**config.mk**
```make
export PLATFORM = sky130hd
export DESIGN_NAME = func_decoder
export DESIGN_NICKNAME = d
export VERILOG_FILES = /design/src/rtl/func_decoder.sv
export SDC_FILE = /design/constraint.sdc
export NUM_CORES = 1
export LEC_CHECK = 0
export ABC_AREA = 1
export CELL_PAD_IN_SITES_DETAIL_PLACEMENT = 1
export CELL_PAD_IN_SITES_GLOBAL_PLACEMENT = 2
export CORE_MARGIN = 2
export CORE_UTILIZATION = 27
export CTS_BUF_LIST = sky130_fd_sc_hd__clkbuf_4
export DETAILED_ROUTE_END_ITERATION = 8
export PLACE_DENSITY_LB_ADDON = 0.1
export SLEW_MARGIN = 5
export SYNTH_ARGS = -nofsm -noshare
export SYNTH_HDL_FRONTEND = slang
export SYNTH_SLANG_ARGS = --single-unit
export TNS_END_PERCENT = 100
```
**constraint.sdc**
```tcl
create_clock -name clk -period 1.42 [get_ports clk]
set_clock_uncertainty 0.1 [all_clocks]
set_input_delay 0.426 -clock clk [delete_from_list [all_inputs] [get_ports clk]]
set_output_delay 0.426 -clock clk [all_outputs]
set_load 0.005 [all_outputs]
```
**src/rtl/func_decoder.sv**
```systemverilog
// Registered 3-to-8 decoder with three OR-of-minterm function outputs.
// Define FUNC_DECODER_PROG_EN to make the minterm masks run-time writable.
module func_decoder #(
  parameter logic [7:0] F1_MINTERMS = 8'h96,
  parameter logic [7:0] F2_MINTERMS = 8'hE8,
  parameter logic [7:0] F3_MINTERMS = 8'h55
) (
  input  logic       clk,
  input  logic       rst_n,
  input  logic       en,
  input  logic [2:0] i,
`ifdef FUNC_DECODER_PROG_EN
  input  logic       prog_we,
  input  logic [1:0] prog_sel,
  input  logic [7:0] prog_data,
`endif
  output logic [7:0] dec,
  output logic [3:1] F,
  output logic       valid
);

  logic [7:0] dec_next;
  logic [3:1] f_next;
  logic [7:0] mask [1:3];

  assign dec_next = 8'h01 << i;

`ifdef FUNC_DECODER_PROG_EN
  logic [7:0] mask_reg [1:3];

  // Samples taken on the same edge as a write still see the old mask.
  always_ff @(posedge clk or negedge rst_n) begin
    if (!rst_n) begin
      mask_reg[1] <= F1_MINTERMS;
      mask_reg[2] <= F2_MINTERMS;
      mask_reg[3] <= F3_MINTERMS;
    end else if (prog_we) begin
      case (prog_sel)
        2'd1:    mask_reg[1] <= prog_data;
        2'd2:    mask_reg[2] <= prog_data;
        2'd3:    mask_reg[3] <= prog_data;
        default: ;
      endcase
    end
  end

  assign mask[1] = mask_reg[1];
  assign mask[2] = mask_reg[2];
  assign mask[3] = mask_reg[3];
`else
  assign mask[1] = F1_MINTERMS;
  assign mask[2] = F2_MINTERMS;
  assign mask[3] = F3_MINTERMS;
`endif

  generate
    for (genvar gi = 1; gi <= 3; gi++) begin : g_func
      assign f_next[gi] = |(dec_next & mask[gi]);
    end
  endgenerate

  always_ff @(posedge clk or negedge rst_n) begin
    if (!rst_n) begin
      dec   <= 8'h00;
      F     <= 3'b000;
      valid <= 1'b0;
    end else if (en) begin
      dec   <= dec_next;
      F     <= f_next;
      valid <= 1'b1;
    end
  end

endmodule

```
Yosys cells after proc, flatten, opt, wreduce, memory -nomap -nowiden
Index checks and enable logic that the tools add are counted.
Storage, ports and cells
  output and inout bits: 12
  bits in registers: 12
  logic and storage cells: 7
  input bits: 6
Cells by class
  shift-type cells: 1
  reductions and logical operators: 3
Operators with widths (count)
  $reduce_or A4 Y1: 3
  $shl A1 B3 Y8 const A: 1

Logic depth before layout (Yosys ltp)
  word-level depth: 2
  gate-level depth with buffers: 4
  gate-level depth less buffers: 4

Worst setup path before layout
OpenSTA, ideal clock, no wires.
  kind: input port to flip-flop
  from: in i[0]
  to: reg F[1] (netlist bit)
  path slack: 216 ps
  buffers on the path: 0
  stages: 3
  arrival: 988 ps
  required time: 1204 ps
  library setup time: 116 ps
  path through: fa_1 nand2_1 nand2_1
Between the ends
  longest elaborated chain between the ends: 2
Ends and longest elaborated chain
  start: declaration: line 11  | input logic [2:0] i,
  $shl A1 B3 Y8: line 26  | assign dec_next = 8'h01 << i;
  $reduce_or A4 Y1: line 58  | assign f_next[gi] = |(dec_next & mask[gi]);
  end signal: assignment: line 69  | F <= f_next;
  end: declaration: line 18  | output logic [3:1] F,
No other way between the ends.
A chain may end at the register's enable or synchronous reset.

Worst setup path after layout
  from: reg dec[2]
  to: out dec[2]
RTL lines
  start: declaration: line 17  | output logic [7:0] dec,
  start signal: assignment: line 68  | dec <= dec_next;
No word-level cell between the ends.

==> flow_metrics.env <==
export IMPL_synth_area_leader_cell="dfrtp_1"
export IMPL_end_kind="output pin"
export IMPL_cp_max_fo=2
export IMPL_portBuffers=17
export IMPL_fmax_ghz=0.716
export IMPL_clock_sinks=12
export IMPL_drt_iter0_markers=5
export IMPL_grt_max_degree=14
export IMPL_dr_pass1_iters=3
export IMPL_ys_seq_area_share_pct=59.0
export IMPL_syn2layout_area_growth_pct=57.7
export IMPL_holdWs_ns=0.346
export IMPL_worst_slew_pin_slew_ns=0.255
export IMPL_r2r_start="dec[2]"
export IMPL_finalCritPeriodShare_pct=98.4
export IMPL_finalSetupViolCount=0
export IMPL_drtAntennaViolNets=0
export IMPL_synth_top_area_share_pct=59.0
export IMPL_synth_top_flop_cell="dfrtp_1"
export IMPL_netlist_area_um2=509
export IMPL_p_total_mw=0.715
export IMPL_cp_cell_sequence="clkdlybuf4s15_1"
export IMPL_crit_type="reg2out"
export IMPL_grt_usage_pct=12.7
export IMPL_reg2reg_to="dec[2]"
export IMPL_period_needed_ns=1.40
export IMPL_worst_path_stages=1
export IMPL_fin_nets=95
export IMPL_status="finished clean"
export IMPL_gp_congestion=0.644
export IMPL_num_rows=15
export IMPL_ys_warn_count=0
export IMPL_synth_fp_nets=64
export IMPL_yosysMostFrequentCell="nand2_1"
export IMPL_max_cap_viol_count=0
export IMPL_grt_remaining_overflow=0
export IMPL_crit_arrival_ns=0.87
export IMPL_wl_per_cell_um=10.0
export IMPL_core_area_um2=1750
export IMPL_regArea_um2=300
export IMPL_cts_root_buffer="clkbuf_4"
export IMPL_avgViaCountPerCell=3.96
export IMPL_htreeDepth=1
export IMPL_initial_utilization_pct=29.2
export IMPL_netlist_top_cells_area="dfrtp_1 59%, nand2_1 23%, fa_1 3.9%, inv_1 2.9%, buf_6 2.2%"
export IMPL_drive_above_1_share_pct=20.7
export IMPL_nFillCells=222
export IMPL_antenna_cells=0
export IMPL_path_delay_family="flip-flops"
export IMPL_synth_edf_count=0
export IMPL_cts_buffers=3
export IMPL_hold_class="in2async"
export IMPL_async_flop_share_pct=100
export IMPL_cp_required_ns=0.89
export IMPL_synth_common_cells="31 x nand2_1, 12 x dfrtp_1, 4 x inv_1, 3 x nor2_1"
export IMPL_insertion_delay_ns=0.27
export IMPL_slew_limit_headroom_pct=83.0
export IMPL_slowest_stage="dfrtp_1"
export IMPL_antenna_found_initial=0
export IMPL_synth_cell_types=11
export IMPL_crit_buf_inv=1
export IMPL_critPathLaunchType="flop"
export IMPL_multi_input_area_um2=179
export IMPL_grt_pass1_wl_um=1880
export IMPL_maxSlewViolCount=0
export IMPL_via_count=443
export IMPL_finalHoldViolCount=0
export IMPL_io_pins=18
export IMPL_syn_inst=57
export IMPL_dieArea_um2=2250
export IMPL_vdd_drop_max_mv=0.440
export IMPL_r2r_slack_ns=0.45
export IMPL_synth_avg_cell_area_um2=8.93
export IMPL_clk_pin_slew_ns=0.08
export IMPL_die_w_um=47.4
export IMPL_drt_total_wl_um=1120
export IMPL_hpwl_um=818
export IMPL_drc=0
export IMPL_cp_startpoint="dec[2]"
export IMPL_cts_tree="done"
export IMPL_ys_ff_latch=12
export IMPL_clockBufferDepth=2
export IMPL_power_density_nw_per_um2=890
export IMPL_critical_path_max_stage_delay_ns=0.40
export IMPL_p_leak_nw=0.455
export IMPL_grt_pass1_vias=445
export IMPL_die_h_um=47.4
export IMPL_ff2ff_path_depth=4
-- placed cells by master (no fill, tap or decap) --
master           synthesis  final
nor2_4                   1      1
clkdlybuf4s50_1          0      2
o21ai_0                  1      1
inv_2                    1      1
nand2_1                 31     31
or2_2                    1      1
dfrtp_1                 12     12
clkbuf_2                 0      1
clkinv_1                 0      1
buf_4                    0     10
o21ai_2                  1      1
clkbuf_4                 0      3
dlymetal6s2s_1           0      3
clkdlybuf4s15_1          0     11
nor2_1                   3      3
fa_1                     1      1
inv_1                    4      4
-- timing repair --
item                                   CTS  global route
hold buffers                             0             0
pin swaps                                0             0
setup endpoints to repair               12             4
endpoints found under the hold margin    0             0
resized for setup                       24             4
setup buffers                            3             2
-- power breakdown --
group	leakage, nW	total (mW)	switching (mW)	internal, mW
Sequential	0.153	0.375	0.0115	0.364
Combinational	0.286	0.125	0.0568	0.0683
Clock	0.0154	0.215	0.113	0.101
-- flip-flops by register name (all words and copies together) (netlist names) --
| register | flops |
|---|---|
| dec | 8 |
| valid | 1 |
| F | 3 |
-- area by class of cell --
type | count | share of cell area, %
clock inverters | 1 | 0.467
inverters | 5 | 2.34
flip-flops and latches | 12 | 37.4
well taps | 25 | 3.89
multi-input cells | 39 | 22.3
repair buffers | 27 | 30.8
clock buffers | 3 | 2.80
-- per-stage QoR --
step / utilization (%) / cells / TNS (ns) / worst slack [ns] / instance area (um2)
floorplan: - / 57 / 0 / 0.216 / 509
global placement: 42.2 / 103 / -1.52 / -0.258 / 737
detailed placement: 42.2 / 103 / -1.47 / -0.290 / 737
CTS: 45.0 / 110 / 0 / 0.00518 / 786
global route: 46.0 / 112 / -0.0300 / -0.0218 / 803
finish: 46.0 / 112 / 0 / 0.0230 / 803
-- cells by family (layout without fill, tap and decap cells) --
logic type | count (synthesis) | count (layout) | share of synthesized area (%)
compound gates | 2 | 2 | 2.70
simple gates | 36 | 36 | 28.5
fa+ha+maj | 1 | 1 | 3.93
buf+inv | 6 | 36 | 5.90
flops | 12 | 12 | 59.0
-- worst max path at each step --
stage,endpoint,slack (ns)
global placement,F[1],-0.26
global route,dec[2],-0.02
CTS,F[1],0.005
finish,dec[2],0.02
detailed placement,F[1],-0.29
floorplan,F[1],0.22
-- layer usage --
layer	GRT usage, %	wire length [um]	vias up	share of wire [%]
met3	3.40	46	2	4.1
li1	-	-	229	-
met2	18.6	522	8	46
met5	0	0	-	0
met1	16.5	539	204	48
met4	8.33	14	0	1.2
No activity file was read; power rests on OpenSTA's default activity.
